### src/rtl/wb_blk_crc_sink_pkg.sv
// Shared definitions for the block CRC sink: register map, bit positions,
// Wishbone cycle-type codes, FSM states and the CRC-32 polynomial.
package wb_blk_crc_pkg;

  // Register word indices, decoded from r_adr_i[4:2]
  localparam logic [2:0] REG_CTRL     = 3'd0;  // 0x00
  localparam logic [2:0] REG_STATUS   = 3'd1;  // 0x04
  localparam logic [2:0] REG_CRC_RES  = 3'd2;  // 0x08
  localparam logic [2:0] REG_BLK_CNT  = 3'd3;  // 0x0C
  localparam logic [2:0] REG_WORD_CNT = 3'd4;  // 0x10

  // CTRL bit positions
  localparam int CTRL_EN     = 0;
  localparam int CTRL_IRQ_EN = 1;
  localparam int CTRL_CLR    = 2;

  // STATUS bit positions
  localparam int ST_DONE    = 0;
  localparam int ST_OVR     = 1;
  localparam int ST_SEL_ERR = 2;

  // Wishbone cycle type identifiers
  localparam logic [2:0] CTI_CLASSIC = 3'b000;
  localparam logic [2:0] CTI_INCR    = 3'b010;
  localparam logic [2:0] CTI_EOB     = 3'b111;

  // IEEE 802.3 CRC-32, reflected form
  localparam logic [31:0] CRC32_POLY = 32'hEDB8_8320;

  typedef enum logic {
    OFF = 1'b0,
    ACC = 1'b1
  } state_e;

  // Layout matches the STATUS register, bit 0 = done
  typedef struct packed {
    logic sel_err;
    logic ovr;
    logic done;
  } status_t;

endpackage

### src/rtl/wb_blk_crc_sink_if.sv
// Bundles the two Wishbone slave ports of the sink: the DMA data port and
// the CPU register port. Signal names are seen from the slave side.
interface wb_blk_crc_sink_if;

  // DMA port
  logic [31:0] d_dat_i;
  logic [31:0] d_dat_o;
  logic [31:0] d_adr_i;
  logic [3:0]  d_sel_i;
  logic        d_we_i;
  logic        d_cyc_i;
  logic        d_stb_i;
  logic [2:0]  d_cti_i;
  logic [1:0]  d_bte_i;
  logic        d_ack_o;

  // Register port
  logic [31:0] r_dat_i;
  logic [31:0] r_dat_o;
  logic [7:0]  r_adr_i;
  logic [3:0]  r_sel_i;
  logic        r_we_i;
  logic        r_cyc_i;
  logic        r_stb_i;
  logic        r_ack_o;

  modport slave (
    input  d_dat_i, d_adr_i, d_sel_i, d_we_i, d_cyc_i, d_stb_i, d_cti_i, d_bte_i,
    output d_dat_o, d_ack_o,
    input  r_dat_i, r_adr_i, r_sel_i, r_we_i, r_cyc_i, r_stb_i,
    output r_dat_o, r_ack_o
  );

  modport master (
    output d_dat_i, d_adr_i, d_sel_i, d_we_i, d_cyc_i, d_stb_i, d_cti_i, d_bte_i,
    input  d_dat_o, d_ack_o,
    output r_dat_i, r_adr_i, r_sel_i, r_we_i, r_cyc_i, r_stb_i,
    input  r_dat_o, r_ack_o
  );

endinterface

### src/rtl/wb_blk_crc_sink_crc32_d32.sv
// Combinational CRC-32 update over one 32-bit word, consumed as four
// little-endian bytes, each byte LSB first (reflected CRC).
module crc32_d32
  import wb_blk_crc_pkg::*;
(
  input  logic [31:0] crc_i,
  input  logic [31:0] data_i,
  output logic [31:0] crc_o
);

  logic [31:0] crc_v;

  // Unrolled bit-serial LFSR: data bit 0 (byte 0 LSB) enters first
  always_comb begin
    // NOTE: every variable assigned in a combinational block gets a value on
    // entry, so no path can leave it holding its old value (a latch).
    crc_v = crc_i;
    for (int i = 0; i < 32; i++) begin
      if (crc_v[0] ^ data_i[i]) crc_v = (crc_v >> 1) ^ CRC32_POLY;
      else                      crc_v = crc_v >> 1;
    end
    crc_o = crc_v;
  end

endmodule

### src/rtl/wb_blk_crc_sink.sv
// Wishbone block CRC sink. Words written on the DMA port feed a running
// CRC-32; at each block boundary the result is latched, DONE is raised and
// an interrupt may fire. Control/status live on a separate register port.
module wb_blk_crc_sink
  import wb_blk_crc_pkg::*;
#(
  parameter int unsigned BLK_WORDS  = 128,
  parameter logic [31:0] CRC_INIT   = 32'hFFFF_FFFF,
  parameter logic [31:0] CRC_XOROUT = 32'hFFFF_FFFF
) (
  input  logic             wb_clk_i,
  input  logic             wb_rst_i,
  wb_blk_crc_sink_if.slave bus,
  output logic             irq_o
);

  localparam logic [15:0] LAST_WORD = 16'(BLK_WORDS - 1);

  state_e      state_q, state_d;
  logic        d_ack_q, d_ack_d;
  logic        r_ack_q, r_ack_d;
  logic [31:0] r_dat_q, r_dat_d;
  logic        en_q, en_d;
  logic        irq_en_q, irq_en_d;
  status_t     status_q, status_d;
  logic [31:0] crc_q, crc_d;
  logic [31:0] crc_res_q, crc_res_d;
  logic [31:0] blk_cnt_q, blk_cnt_d;
  logic [15:0] word_cnt_q, word_cnt_d;
  logic        irq_q, irq_d;

  logic [31:0] crc_next;
  logic [31:0] rd_mux;
  logic [2:0]  r_idx;
  logic [2:0]  w1c;
  logic        d_req, d_accept, full_word;
  logic        r_req, r_wr, ctrl_wr, stat_wr, clr;
  logic        crc_upd, sel_err_set, blk_end;
  logic        unused_inputs;

  // Bus decode
  assign d_req     = bus.d_cyc_i & bus.d_stb_i;
  assign d_accept  = d_ack_q & d_req & bus.d_we_i;
  assign full_word = (bus.d_sel_i == 4'hF);
  assign r_req     = bus.r_cyc_i & bus.r_stb_i;
  assign r_idx     = bus.r_adr_i[4:2];
  assign r_wr      = r_ack_q & r_req & bus.r_we_i;
  assign ctrl_wr   = r_wr & (r_idx == REG_CTRL);
  assign stat_wr   = r_wr & (r_idx == REG_STATUS);
  assign clr       = ctrl_wr & bus.r_dat_i[CTRL_CLR];
  assign w1c       = stat_wr ? bus.r_dat_i[2:0] : 3'b000;
  assign blk_end   = crc_upd & (word_cnt_q == LAST_WORD);

  // Address/burst-type inputs carry no information for this sink
  assign unused_inputs = ^{bus.d_adr_i, bus.d_bte_i, bus.r_sel_i,
                           bus.r_adr_i[7:5], bus.r_adr_i[1:0]};

  crc32_d32 u_crc (
    .crc_i  (crc_q),
    .data_i (bus.d_dat_i),
    .crc_o  (crc_next)
  );

  // DMA ack: classic gives one ack per two cycles; an incrementing burst
  // keeps ack high, and the end-of-burst beat gets its ack then ack drops
  always_comb begin
    d_ack_d = d_req & (~d_ack_q | (bus.d_cti_i == CTI_INCR));
  end

  // Register port ack and registered read data captured on the request cycle
  always_comb begin
    r_ack_d = r_req & ~r_ack_q;
    unique case (r_idx)
      REG_CTRL:     rd_mux = {30'b0, irq_en_q, en_q};
      REG_STATUS:   rd_mux = {29'b0, status_q};
      REG_CRC_RES:  rd_mux = crc_res_q;
      REG_BLK_CNT:  rd_mux = blk_cnt_q;
      REG_WORD_CNT: rd_mux = {16'b0, word_cnt_q};
      default:      rd_mux = 32'b0;
    endcase
    r_dat_d = r_ack_d ? rd_mux : 32'b0;
  end

  // FSM next state and per-word decisions; CLR discards a coincident word
  always_comb begin
    state_d     = state_q;
    crc_upd     = 1'b0;
    sel_err_set = 1'b0;
    unique case (state_q)
      OFF: begin
        if (en_q) state_d = ACC;
      end
      ACC: begin
        if (!en_q) state_d = OFF;
        if (d_accept && !clr) begin
          if (full_word) crc_upd     = 1'b1;
          else           sel_err_set = 1'b1;
        end
      end
      default: state_d = OFF;
    endcase
  end

  // Control, status, CRC and counter next-state
  always_comb begin
    en_d       = en_q;
    irq_en_d   = irq_en_q;
    crc_d      = crc_q;
    crc_res_d  = crc_res_q;
    blk_cnt_d  = blk_cnt_q;
    word_cnt_d = word_cnt_q;
    irq_d      = status_q.done & irq_en_q;

    if (ctrl_wr) begin
      en_d     = bus.r_dat_i[CTRL_EN];
      irq_en_d = bus.r_dat_i[CTRL_IRQ_EN];
    end

    // W1C first, then hardware sets so a coincident set wins
    status_d = status_t'(status_q & ~w1c);
    if (sel_err_set) status_d.sel_err = 1'b1;

    if (blk_end) begin
      status_d.done = 1'b1;
      if (status_q.done && !w1c[ST_DONE]) status_d.ovr = 1'b1;
      crc_res_d  = crc_next ^ CRC_XOROUT;
      blk_cnt_d  = blk_cnt_q + 32'd1;
      word_cnt_d = 16'd0;
      crc_d      = CRC_INIT;
    end else if (crc_upd) begin
      crc_d      = crc_next;
      word_cnt_d = word_cnt_q + 16'd1;
    end

    if (clr) begin
      status_d   = '0;
      crc_res_d  = 32'b0;
      blk_cnt_d  = 32'b0;
      word_cnt_d = 16'd0;
      crc_d      = CRC_INIT;
    end
  end

  // State register; reset also drops both acks immediately
  always_ff @(posedge wb_clk_i or posedge wb_rst_i) begin
    // NOTE: clocked state uses non-blocking assignment so every register
    // samples pre-edge values, independent of statement order.
    if (wb_rst_i) begin
      state_q    <= OFF;
      d_ack_q    <= 1'b0;
      r_ack_q    <= 1'b0;
      r_dat_q    <= 32'b0;
      en_q       <= 1'b0;
      irq_en_q   <= 1'b0;
      status_q   <= '0;
      crc_q      <= CRC_INIT;
      crc_res_q  <= 32'b0;
      blk_cnt_q  <= 32'b0;
      word_cnt_q <= 16'd0;
      irq_q      <= 1'b0;
    end else begin
      state_q    <= state_d;
      d_ack_q    <= d_ack_d;
      r_ack_q    <= r_ack_d;
      r_dat_q    <= r_dat_d;
      en_q       <= en_d;
      irq_en_q   <= irq_en_d;
      status_q   <= status_d;
      crc_q      <= crc_d;
      crc_res_q  <= crc_res_d;
      blk_cnt_q  <= blk_cnt_d;
      word_cnt_q <= word_cnt_d;
      irq_q      <= irq_d;
    end
  end

  assign bus.d_ack_o = d_ack_q;
  assign bus.d_dat_o = 32'b0;
  assign bus.r_ack_o = r_ack_q;
  assign bus.r_dat_o = r_dat_q;
  assign irq_o       = irq_q;

endmodule

### src/flat_wrapper.sv
// flat-port wrapper written by rule: the top's interface ports become plain ports
module wb_blk_crc_sink_flat import wb_blk_crc_pkg::*;
#(
  parameter int unsigned BLK_WORDS  = 128,
  parameter logic [31:0] CRC_INIT   = 32'hFFFF_FFFF,
  parameter logic [31:0] CRC_XOROUT = 32'hFFFF_FFFF
)
  (wb_clk_i, wb_rst_i, irq_o, bus_d_dat_i, bus_d_adr_i, bus_d_sel_i, bus_d_we_i, bus_d_cyc_i, bus_d_stb_i, bus_d_cti_i, bus_d_bte_i, bus_d_dat_o, bus_d_ack_o, bus_r_dat_i, bus_r_adr_i, bus_r_sel_i, bus_r_we_i, bus_r_cyc_i, bus_r_stb_i, bus_r_dat_o, bus_r_ack_o);
  wb_blk_crc_sink_if bus_i ();
  input  logic wb_clk_i;
  input  logic wb_rst_i;
  output logic irq_o;
  input wire logic [$bits(bus_i.d_dat_i)-1:0] bus_d_dat_i;
  input wire logic [$bits(bus_i.d_adr_i)-1:0] bus_d_adr_i;
  input wire logic [$bits(bus_i.d_sel_i)-1:0] bus_d_sel_i;
  input wire logic [$bits(bus_i.d_we_i)-1:0] bus_d_we_i;
  input wire logic [$bits(bus_i.d_cyc_i)-1:0] bus_d_cyc_i;
  input wire logic [$bits(bus_i.d_stb_i)-1:0] bus_d_stb_i;
  input wire logic [$bits(bus_i.d_cti_i)-1:0] bus_d_cti_i;
  input wire logic [$bits(bus_i.d_bte_i)-1:0] bus_d_bte_i;
  output wire logic [$bits(bus_i.d_dat_o)-1:0] bus_d_dat_o;
  output wire logic [$bits(bus_i.d_ack_o)-1:0] bus_d_ack_o;
  input wire logic [$bits(bus_i.r_dat_i)-1:0] bus_r_dat_i;
  input wire logic [$bits(bus_i.r_adr_i)-1:0] bus_r_adr_i;
  input wire logic [$bits(bus_i.r_sel_i)-1:0] bus_r_sel_i;
  input wire logic [$bits(bus_i.r_we_i)-1:0] bus_r_we_i;
  input wire logic [$bits(bus_i.r_cyc_i)-1:0] bus_r_cyc_i;
  input wire logic [$bits(bus_i.r_stb_i)-1:0] bus_r_stb_i;
  output wire logic [$bits(bus_i.r_dat_o)-1:0] bus_r_dat_o;
  output wire logic [$bits(bus_i.r_ack_o)-1:0] bus_r_ack_o;
  assign bus_i.d_dat_i = bus_d_dat_i;
  assign bus_i.d_adr_i = bus_d_adr_i;
  assign bus_i.d_sel_i = bus_d_sel_i;
  assign bus_i.d_we_i = bus_d_we_i;
  assign bus_i.d_cyc_i = bus_d_cyc_i;
  assign bus_i.d_stb_i = bus_d_stb_i;
  assign bus_i.d_cti_i = bus_d_cti_i;
  assign bus_i.d_bte_i = bus_d_bte_i;
  assign bus_d_dat_o = bus_i.d_dat_o;
  assign bus_d_ack_o = bus_i.d_ack_o;
  assign bus_i.r_dat_i = bus_r_dat_i;
  assign bus_i.r_adr_i = bus_r_adr_i;
  assign bus_i.r_sel_i = bus_r_sel_i;
  assign bus_i.r_we_i = bus_r_we_i;
  assign bus_i.r_cyc_i = bus_r_cyc_i;
  assign bus_i.r_stb_i = bus_r_stb_i;
  assign bus_r_dat_o = bus_i.r_dat_o;
  assign bus_r_ack_o = bus_i.r_ack_o;
  wb_blk_crc_sink #(.BLK_WORDS(BLK_WORDS), .CRC_INIT(CRC_INIT), .CRC_XOROUT(CRC_XOROUT)) u_core (.wb_clk_i(wb_clk_i), .wb_rst_i(wb_rst_i), .bus(bus_i), .irq_o(irq_o));
endmodule
### config.mk
export PLATFORM = sky130hd
export DESIGN_NAME = wb_blk_crc_sink_flat
export DESIGN_NICKNAME = d
export VERILOG_FILES = /design/src/rtl/wb_blk_crc_sink_pkg.sv /design/src/rtl/wb_blk_crc_sink_if.sv /design/src/rtl/wb_blk_crc_sink_crc32_d32.sv /design/src/rtl/wb_blk_crc_sink.sv /design/src/flat_wrapper.sv
export SDC_FILE = /design/constraint.sdc
export NUM_CORES = 1
export LEC_CHECK = 0
export BUFFER_PORTS_ARGS = -buffer_cell sky130_fd_sc_hd__buf_2
export CAP_MARGIN = 0
export CORE_MARGIN = 1.5
export CORE_UTILIZATION = 35
export DETAILED_ROUTE_END_ITERATION = 12
export PLACE_DENSITY_LB_ADDON = 0.1
export SYNTH_ARGS = -nofsm -noshare
export SYNTH_HDL_FRONTEND = slang
export SYNTH_SLANG_ARGS = --single-unit
### constraint.sdc
create_clock -name wb_clk_i -period 5.9 [get_ports wb_clk_i]
set_input_delay 0.295 -clock wb_clk_i [delete_from_list [all_inputs] [get_ports wb_clk_i]]
set_output_delay 0.295 -clock wb_clk_i [all_outputs]
set_load 0.05 [all_outputs]
# Word-level counts from Yosys, hierarchy flattened

Index checks and enable logic that the tools add are counted.

Bitwise operators: 83
Multiplexer cells: 56
Equality and inequality tests: 7
Add/sub/neg operators: 2
Reductions and logical operators: 7

Operator list:

| cell                                                                   | count |
|---|---|
| 32-bit 2-to-1 mux                                                      | 40 |
| 13-bit NOT with 14-bit output                                          | 32 |
| 32-bit one-hot mux with 5 select lines                                 | 1 |
| 16-bit 2-to-1 mux                                                      | 3 |
| 32-bit by 1-bit adder with 32-bit output, second input constant        | 1 |
| 32-bit NOT                                                             | 1 |
| 1-bit bitwise XOR                                                      | 32 |
| 16-bit by 1-bit adder with 16-bit output, second input constant        | 1 |
| 16-bit by 7-bit equality test with 1-bit output, second input constant | 1 |
| 1-bit bitwise AND                                                      | 13 |
| 3-bit by 2-bit equality test with 1-bit output, second input constant  | 3 |
| 1-bit 2-to-1 mux                                                       | 9 |
| 3-bit 2-to-1 mux                                                       | 2 |
| 4-bit equality test, second input constant                             | 1 |
| 3-bit bitwise AND                                                      | 1 |
| 3-bit by 1-bit equality test with 1-bit output, second input constant  | 1 |
| 3-bit equality test, second input constant                             | 1 |
| 3-bit logical NOT                                                      | 1 |
| 3-bit NOT                                                              | 1 |
| 3-bit nonzero test                                                     | 1 |
| 1-bit logical AND                                                      | 2 |
| 1-bit logical NOT                                                      | 2 |
| 2-bit 2-to-1 mux                                                       | 1 |
| 1-bit NOT                                                              | 2 |
| other kinds (2)                                                        | 2 |

Word-level logic and storage cells: 169
Flip-flop bits (word level): 153

# Depth between registers and ports, before layout

Gate-level depths: netlist of the first run.

Word-level depth: 67
Mapped depth: 11

# By module

Synthesis of the first run repeated with hierarchy kept, for this count alone.

Cell total of the unflattened synthesis: 1005
Area total of the unflattened synthesis: 10637.7 um^2

Modules (own cells, without submodules):

| module          | times used | area an instance (um^2) | cells each |
|---|---|---|---|
| wb_blk_crc_sink | 1          | 7357.1                  | 732 |
| crc32_d32       | 1          | 3280.6                  | 273 |

# Worst setup path before layout of the first run

OpenSTA, ideal clock, no wires.

Path type: flip-flop to flip-flop
Start: reg u_core.crc_q[2]
End: reg u_core.crc_q[19]
Path slack: 2.313 ns
Cell stages (with the launch flop): 10
Data required time: 5.820 ns
Clock period less this slack: 3.587 ns
Data arrival time: 3.508 ns
Path through: dfstp_2 xor2_2 xnor2_1 xnor3_1 xnor3_2 xnor3_1 xnor2_2 xnor2_1 xnor3_1 o22a_1

Word-level cells in the longest chain between the ends: 48
Elaborated cells between the ends (all ways): 80
Those cells by class: mux (35); bitwise (45)

Ends and longest elaborated chain:

| item                                                                                | line                            | text |
|---|---|---|
| start: declaration                                                                  | wb_blk_crc_sink.sv:26           | `logic [31:0] crc_q, crc_d;` |
| start signal: assignment                                                            | wb_blk_crc_sink.sv:169          | `crc_q <= crc_d;` |
| 32-bit 2-to-1 mux (*) (2 in a row)                                                  | wb_blk_crc_sink_crc32_d32.sv:19 | `if (crc_v[0] ^ data_i[i]) crc_v = (crc_v >> 1) ^ CRC32_POLY;` |
| 1-bit bitwise XOR (*)                                                               | wb_blk_crc_sink_crc32_d32.sv:19 |  |
| 32-bit 2-to-1 mux (*) (3 in a row)                                                  | wb_blk_crc_sink_crc32_d32.sv:19 |  |
| 13-bit NOT with 14-bit output (no source line) or 32-bit 2-to-1 mux (tied branches) | n/a                             |  |
| 32-bit 2-to-1 mux (*) (6 in a row)                                                  | wb_blk_crc_sink_crc32_d32.sv:19 |  |
| 1-bit bitwise XOR or 32-bit 2-to-1 mux (tied branches)                              | wb_blk_crc_sink_crc32_d32.sv:19 |  |
| 32-bit 2-to-1 mux (*) (3 in a row)                                                  | wb_blk_crc_sink_crc32_d32.sv:19 |  |
| branches (longest 1 deep; another with 1-bit bitwise XOR)                           | n/a                             |  |
| [22 not listed]                                                                     | n/a                             |  |
| 32-bit 2-to-1 mux (*)                                                               | wb_blk_crc_sink_crc32_d32.sv:19 |  |
| 13-bit NOT with 14-bit output (no source line) or 1-bit bitwise XOR (tied branches) | n/a                             |  |
| 32-bit 2-to-1 mux (*)                                                               | wb_blk_crc_sink_crc32_d32.sv:19 |  |
| 13-bit NOT with 14-bit output (no source line)                                      | n/a                             |  |
| 32-bit 2-to-1 mux (*)                                                               | wb_blk_crc_sink_crc32_d32.sv:19 |  |
| 32-bit 2-to-1 mux (*)                                                               | wb_blk_crc_sink.sv:130          | `end else if (crc_upd) begin` |
| 32-bit 2-to-1 mux (*)                                                               | wb_blk_crc_sink.sv:123          | `if (blk_end) begin` |
| 32-bit 2-to-1 mux (*)                                                               | wb_blk_crc_sink.sv:135          | `if (clr) begin` |

Every way passes the cells marked *. The select of a mux whose other input is x is not followed.
A chain may end at the register's enable or synchronous reset.

# Final worst setup path of the first run

Start: reg u_core.crc_q[5]
End: reg u_core.crc_res_q[20]

Word-level cells in the longest chain between the ends: 47
Elaborated cells between the ends (all ways): 69
Those cells by class: mux (34); bitwise (35)

Ends and longest elaborated chain:

| item                                                                         | line                            | text |
|---|---|---|
| 32-bit 2-to-1 mux (*) (5 in a row)                                           | wb_blk_crc_sink_crc32_d32.sv:19 |  |
| 1-bit bitwise XOR (*)                                                        | wb_blk_crc_sink_crc32_d32.sv:19 |  |
| 32-bit 2-to-1 mux (*) (6 in a row)                                           | wb_blk_crc_sink_crc32_d32.sv:19 |  |
| 1-bit bitwise XOR, or another cell as far along                              | wb_blk_crc_sink_crc32_d32.sv:19 |  |
| 32-bit 2-to-1 mux (*) (3 in a row)                                           | wb_blk_crc_sink_crc32_d32.sv:19 |  |
| 13-bit NOT with 14-bit output (no source line), or another cell as far along | n/a                             |  |
| 32-bit 2-to-1 mux (*) (6 in a row)                                           | wb_blk_crc_sink_crc32_d32.sv:19 |  |
| 1-bit bitwise XOR or 32-bit 2-to-1 mux (tied branches)                       | wb_blk_crc_sink_crc32_d32.sv:19 |  |
| [14 not listed]                                                              | n/a                             |  |
| 32-bit 2-to-1 mux (*) (2 in a row)                                           | wb_blk_crc_sink_crc32_d32.sv:19 |  |
| 13-bit NOT with 14-bit output (no source line)                               | n/a                             |  |
| 32-bit 2-to-1 mux (*)                                                        | wb_blk_crc_sink_crc32_d32.sv:19 |  |
| 13-bit NOT with 14-bit output (no source line)                               | n/a                             |  |
| 32-bit 2-to-1 mux (*)                                                        | wb_blk_crc_sink_crc32_d32.sv:19 |  |
| 32-bit NOT (no source line) (*)                                              | n/a                             |  |
| 32-bit 2-to-1 mux (*)                                                        | wb_blk_crc_sink.sv:123          |  |
| 32-bit 2-to-1 mux (*)                                                        | wb_blk_crc_sink.sv:135          |  |
| end signal: assignment                                                       | wb_blk_crc_sink.sv:170          | `crc_res_q <= crc_res_d;` |
| end: declaration                                                             | wb_blk_crc_sink.sv:27           | `logic [31:0] crc_res_q, crc_res_d;` |

Every way passes the cells marked *; elsewhere a longest branch is shown, timed or not. The select of a mux whose other input is x is not followed.

==> metrics.txt, run 1 <==
clk_skew=18.0 ps; reg-to-reg startpoint=u_core.crc_q[5]; TritonCTS Sinks=153; core box area=0.0281 mm^2; post-route DRC violation count=0; worst skew pair latency=440 ps; setup TNS=0 ps; Die Ht=173 um; post-route cell area=0.0115 mm^2; CP required=6200 ps; layout cells sized above 1=21.4%; failing checks=negative hold slack; drt via density=4.75; cells after synthesis=907; Hold Path Class=input pin to async pin; Worst Setup End Kind=register; final hold vios=5; largest net degree at the start of global routing=86; Post-CTS Setup Bufs=0; CTS Root Cell=clkbuf_16; Syn-to-layout area delta=13.5%; Fmax=225 MHz; FF-to-FF path depth=9; FF-to-FF End=u_core.crc_res_q[20]; drt pass-1 iters=5; crit-path max FO=5; first-pass GRT wire length=42.1 mm; worst setup path startpoint=u_core.crc_q[5]; CTS Buffer Depth=2; Top delay family on crit path=XOR/XNOR gates; FP Rows=61; critical path depth in cells=9; Final HPWL DP=20.0 mm; Final min period=4440 ps; outcome=finished with violations; Worst EP arrival=4740 ps; # fillers=2,847; Post-Route WL=26.6 mm; Area after DPL=0.0108 mm^2; DIE WIDTH=173 um; # Max-Cap Violations=0; FF-to-FF setup slack=1460 ps; Via Count=6,540; global placement routability congestion=0.866; CTS clock-pin slew for the worst setup and hold paths=80 ps; crit-path max cell delay=590 ps; crit start category=register; CP max stage cell=xor3_1; commonest non-fill, non-tap cell in the layout=xnor2_1; Final period util=75.2%; Slew Limit Fails=0; Synth Register Bits=153; antenna fix cells=0; DRT antenna net count=0; post-synthesis cell area=0.0101 mm^2; RSZ-0062 raised after global routing=no; starting density of the core=35.9%; Clock H-tree levels=4; CP endpoint=u_core.crc_res_q[20]; PortBufs=87; prevailing post-synth register cell=dfrtp_1; Worst Path Buf+Inv=0; Yosys warnings=0; slew margin rel.=30.5%; vias in the first global route=6,789; Inserted Clock Buffers=17; antenna violations before repair=0; post-CTS resize count=0; GRT overflow=0; Post-synth EDFFs=0; worst-margin pin slew=1040 ps; Mean Syn Cell Area=11.1 um^2; die area=0.0299 mm^2; most frequent cells in the layout=136 x xnor2_1, 121 x dfrtp_1, 95 x nor2_1; Most Frequent Cell on Critical Path=xnor3_1; gr usage total=18.6%; final setup fails=0; hold buffer count at CTS=0; I/O Pins=192; cell breakdown of the critical path=xnor2_2 > xnor2_2 > xnor3_1 > xnor3_2 > xnor3_1 > xor3_1 > xnor3_1 > xnor2_1 > o21ai_0; # nets final=1,113; WL/cell=19.3 um; FFs w/ async S/R, synth=100%; CTS tree=done; post-synth cell types=43; Worst Hold Margin=-14.6 ps; kind of critical path=register to register; post-synthesis sequential area ratio=38.3%; 1st-iter DRT viols=426
[Yosys cell counts (2+ instances only)]
library cell / n / share of area [%]
a21oi_1: 27 / 1.3
a22oi_1: 4 / 0.30
a31oi_1: 2 / 0.12
and2_1: 2 / 0.12
and3_1: 9 / 0.56
and4_1: 5 / 0.43
buf_1: 5 / 0.19
buf_4: 32 / 2.4
clkbuf_1: 31 / 1.2
dfrtp_1: 121 / 30
dfstp_2: 32 / 8.3
ha_1: 2 / 0.25
inv_1: 3 / 0.11
mux2_2: 5 / 0.56
mux2i_1: 29 / 2.9
nand2_1: 47 / 1.7
nand2b_1: 2 / 0.12
nand3_1: 37 / 1.8
nand4_1: 12 / 0.74
nor2_1: 95 / 3.5
nor2b_1: 4 / 0.25
nor3_1: 3 / 0.15
nor4_1: 4 / 0.25
o21ai_0: 43 / 2.1
o21ai_1: 4 / 0.20
o22a_1: 33 / 2.9
or3_1: 12 / 0.74
xnor2_1: 136 / 12
xnor2_2: 22 / 3.5
xnor2_4: 6 / 1.6
xnor3_1: 36 / 8.0
xnor3_2: 11 / 2.6
xor2_1: 75 / 6.5
xor2_2: 4 / 0.64
xor3_1: 4 / 0.94
[final cells by class]
type,instances,area [um^2],area share [%]
inverter,3,16.3,0.142
timing repair buffer,97,510,4.46
clock buffer,17,425,3.71
sequential,153,3870,33.8
multi-input combinational,714,5970,52.1
tap,378,473,4.13
clock inverter,15,195,1.70
[cells by family (layout without fill, tap and decap cells)]
| group | Yosys count | after routing | synth area share [%] |
|---|---|---|---|
| DFF | 153 | 153 | 38.3 |
| other | 1 | 32 | 0.0372 |
| AOI/OAI and AO/OA | 115 | 115 | 7.12 |
| and+or+nand+nor | 235 | 235 | 10.7 |
| xor gates and xnor gates | 296 | 296 | 36.2 |
| muxes | 34 | 34 | 3.44 |
| buffers and inverters | 71 | 132 | 3.83 |
| adders and majority gates | 2 | 2 | 0.248 |
[worst min-delay path by stage]
stage	end	slack, ps	depth (start not counted)
finish	u_core.bus.d_ack_o	-10	2
global route	u_core.status_q[2]	70	2
CTS	u_core.bus.r_dat_o[15]	50	2
detailed placement	u_core.state_q	420	0
global placement	u_core.state_q	420	0
floorplan	u_core.state_q	370	0
[layer usage]
layer  GRT usage (%)  routed length [um]  vias up
li1                -                   -     3180
met1            26.3               13100     3248
met2            29.9               12500       99
met3            2.92                 744       13
met4            4.42                 244        0
met5               0                   0        -
[metrics by stage]
step	hold slack [ps]	utilization, %	worst slack, ps	std cells
after global routing	69.4	40.8	1330	1377
after CTS	53.1	40.8	1510	1377
final	-14.6	40.8	1460	1377
after global placement	416	38.6	1460	1345
after floorplan	371	-	1540	938
after detailed placement	419	38.6	1510	1345
[state kept, by name, indices dropped and copies added (netlist names), 3 cells and up]
signal / count
u_core.bus.r_dat_o: 32
u_core.word_cnt_q: 16
u_core.crc_res_q: 32
u_core.blk_cnt_q: 32
u_core.status_q: 3
u_core.crc_q: 32
Power of run 1 is not shown: default switching activity piles up to over one toggle a cycle in this logic, so the estimate is an artifact.
==> run 2: changes to the inputs <==
clock period = 3.7 ns   (was 5.9 ns; I/O delays follow)
==> run 2 against run 1 <==
Net effect: register-to-register slack got worse by 1400 ps; sequential cell count did not move; global-route usage rose by 0.72 points; critical path type unchanged; die area did not move; clock skew fell by 1.7 ps; the run now ends clean; count of clock-buffer cells in the layout rose by 1; via count rose by 8.8%; highest routed layer unchanged; critical path depth rose by 1; first-iteration DRC count fell by 26%; sequential share of layout area fell by 4.7 points; utilization rose by 6.6 points; final area rose by 16%.
==> metrics.txt, run 2 (synthesis gave the netlist of run 1 again) <==
Syn-to-layout area delta=32.0%; TritonCTS Sinks=153; drt pass-1 iters=4; layout cells sized above 1=36.8%; worst skew pair latency=430 ps; FP Rows=61; antenna fix cells=0; met2 usage=31.3%; CTS Root Cell=clkbuf_16; met3 usage=2.33%; outcome=finished, final reports clean; worst setup path startpoint=u_core.crc_q[10]; Post-Route WL=28.2 mm; hold depth=3; GRT overflow=0; post-route cell area=0.0133 mm^2; worst-margin pin slew=907 ps; die area=0.0299 mm^2; global placement routability congestion=0.835; Top delay family on crit path=XOR/XNOR gates; Final period util=98.3%; HP Start=bus_r_stb_i; Worst Setup End Kind=register; Clock H-tree levels=4; Fmax=275 MHz; most frequent cells in the layout=169 x buf_4, 121 x dfrtp_1, 116 x xnor2_1; vias in the first global route=7,127; largest net degree at the start of global routing=76; cell breakdown of the critical path=xnor2_4 > xnor3_1 > xnor3_2 > xnor3_1 > xnor3_2 > xnor2_2 > buf_6 > xnor3_1 > xnor3_2 > o22a_1; final hold vios=0; FF-to-FF setup slack=60 ps; Worst Path Buf+Inv=1; CP max stage cell=dfstp_2; Final min period=3640 ps; Slew Limit Fails=0; slew margin rel.=39.4%; Hold Path Class=input pin to register; CTS Buffer Depth=2; Final HPWL DP=21.3 mm; DRT antenna net count=0; critical path depth in cells=10; CTS clock-pin slew for the worst setup and hold paths=70 ps; core box area=0.0281 mm^2; # Max-Cap Violations=0; crit start category=register; starting density of the core=35.9%; gr busiest metal=met2; DIE WIDTH=173 um; first-pass GRT wire length=43.6 mm; clk_skew=16.3 ps; drt via density=4.57; Via Count=7,116; WL/cell=18.1 um; met1 Use GR=27.5%; Area after DPL=0.0119 mm^2; Worst EP arrival=4000 ps; antenna violations before repair=0; PortBufs=87; gr usage total=19.3%; CP required=4060 ps; final setup fails=0; crit-path max cell delay=590 ps; crit-path max FO=4; kind of critical path=register to register; # nets final=1,292; commonest non-fill, non-tap cell in the layout=buf_4; Inserted Clock Buffers=17; post-route DRC violation count=0; CTS tree=done; reg-to-reg startpoint=u_core.crc_q[10]; 1st-iter DRT viols=317; FF-to-FF path depth=10; Die Ht=173 um; I/O Pins=192; RSZ-0062 raised after global routing=yes
## run 2: cell types whose count changed in the layout (fill, tap and decap cells not counted), moves of 5 or more
cell / delta
xnor3_1: -16
xnor2_1: -20
buf_6: +9
xnor2_4: +17
xnor3_2: +16
dlygate4sd3_1: +6
buf_12: +5
xor2_2: +5
xor2_1: -9
buf_4: +159
## run 2: per-layer routing
layer  up-vias  part of all wire, %
met5         -                    0
met1      3457                   48
met3        19                  2.6
met4         0                  1.1
li1       3521                    -
met2       119                   48
## run 2: layout make-up
type                    instances  area (um^2)
clock buffers                  18          429
clock inverters                14          126
fillers                      2707        14800
inverters                       3         15.0
multi-input cells             714         6440
flip-flops and latches        153         3870
well taps                     378          473
repair buffers                276         1970
## run 2: final timing paths
path,endpoint
max reg2reg,u_core.crc_q[21]
max in group asynchronous,u_core.crc_q[15]
min reg2reg,u_core.state_q
min in group asynchronous,u_core.irq_o
max,u_core.crc_q[21]
min,u_core.bus.r_dat_o[2]
## run 2: worst min-delay path: cells and delay by family
family        cells  cell delay, ps
buf+inv           1             100
simple gates      2             150
## run 2: what timing repair did
action / 4_1_cts / 5_1_grt
endpoints found under the hold margin: 32 / 0
pin swaps: 5 / 37
setup endpoints to repair: 32 / 47
resized for setup: 11 / 66
hold buffers: 6 / 0
setup buffers: 7 / 33
## run 2: stage by stage
step	hold WS, ps	setup TNS [ps]	cells	util, %	setup slack, ps
2_1_floorplan	270	0	938	-	113
3_3_place_gp	395	-1570	1479	42.2	-195
3_5_place_dp	407	-1620	1479	42.2	-181
4_1_cts	26.6	0	1524	44.9	0.898
5_1_grt	48.4	-376	1556	47.4	-49.6
6_report	44.8	0	1556	47.4	62.4
Power of run 2 is left out for the same reason.
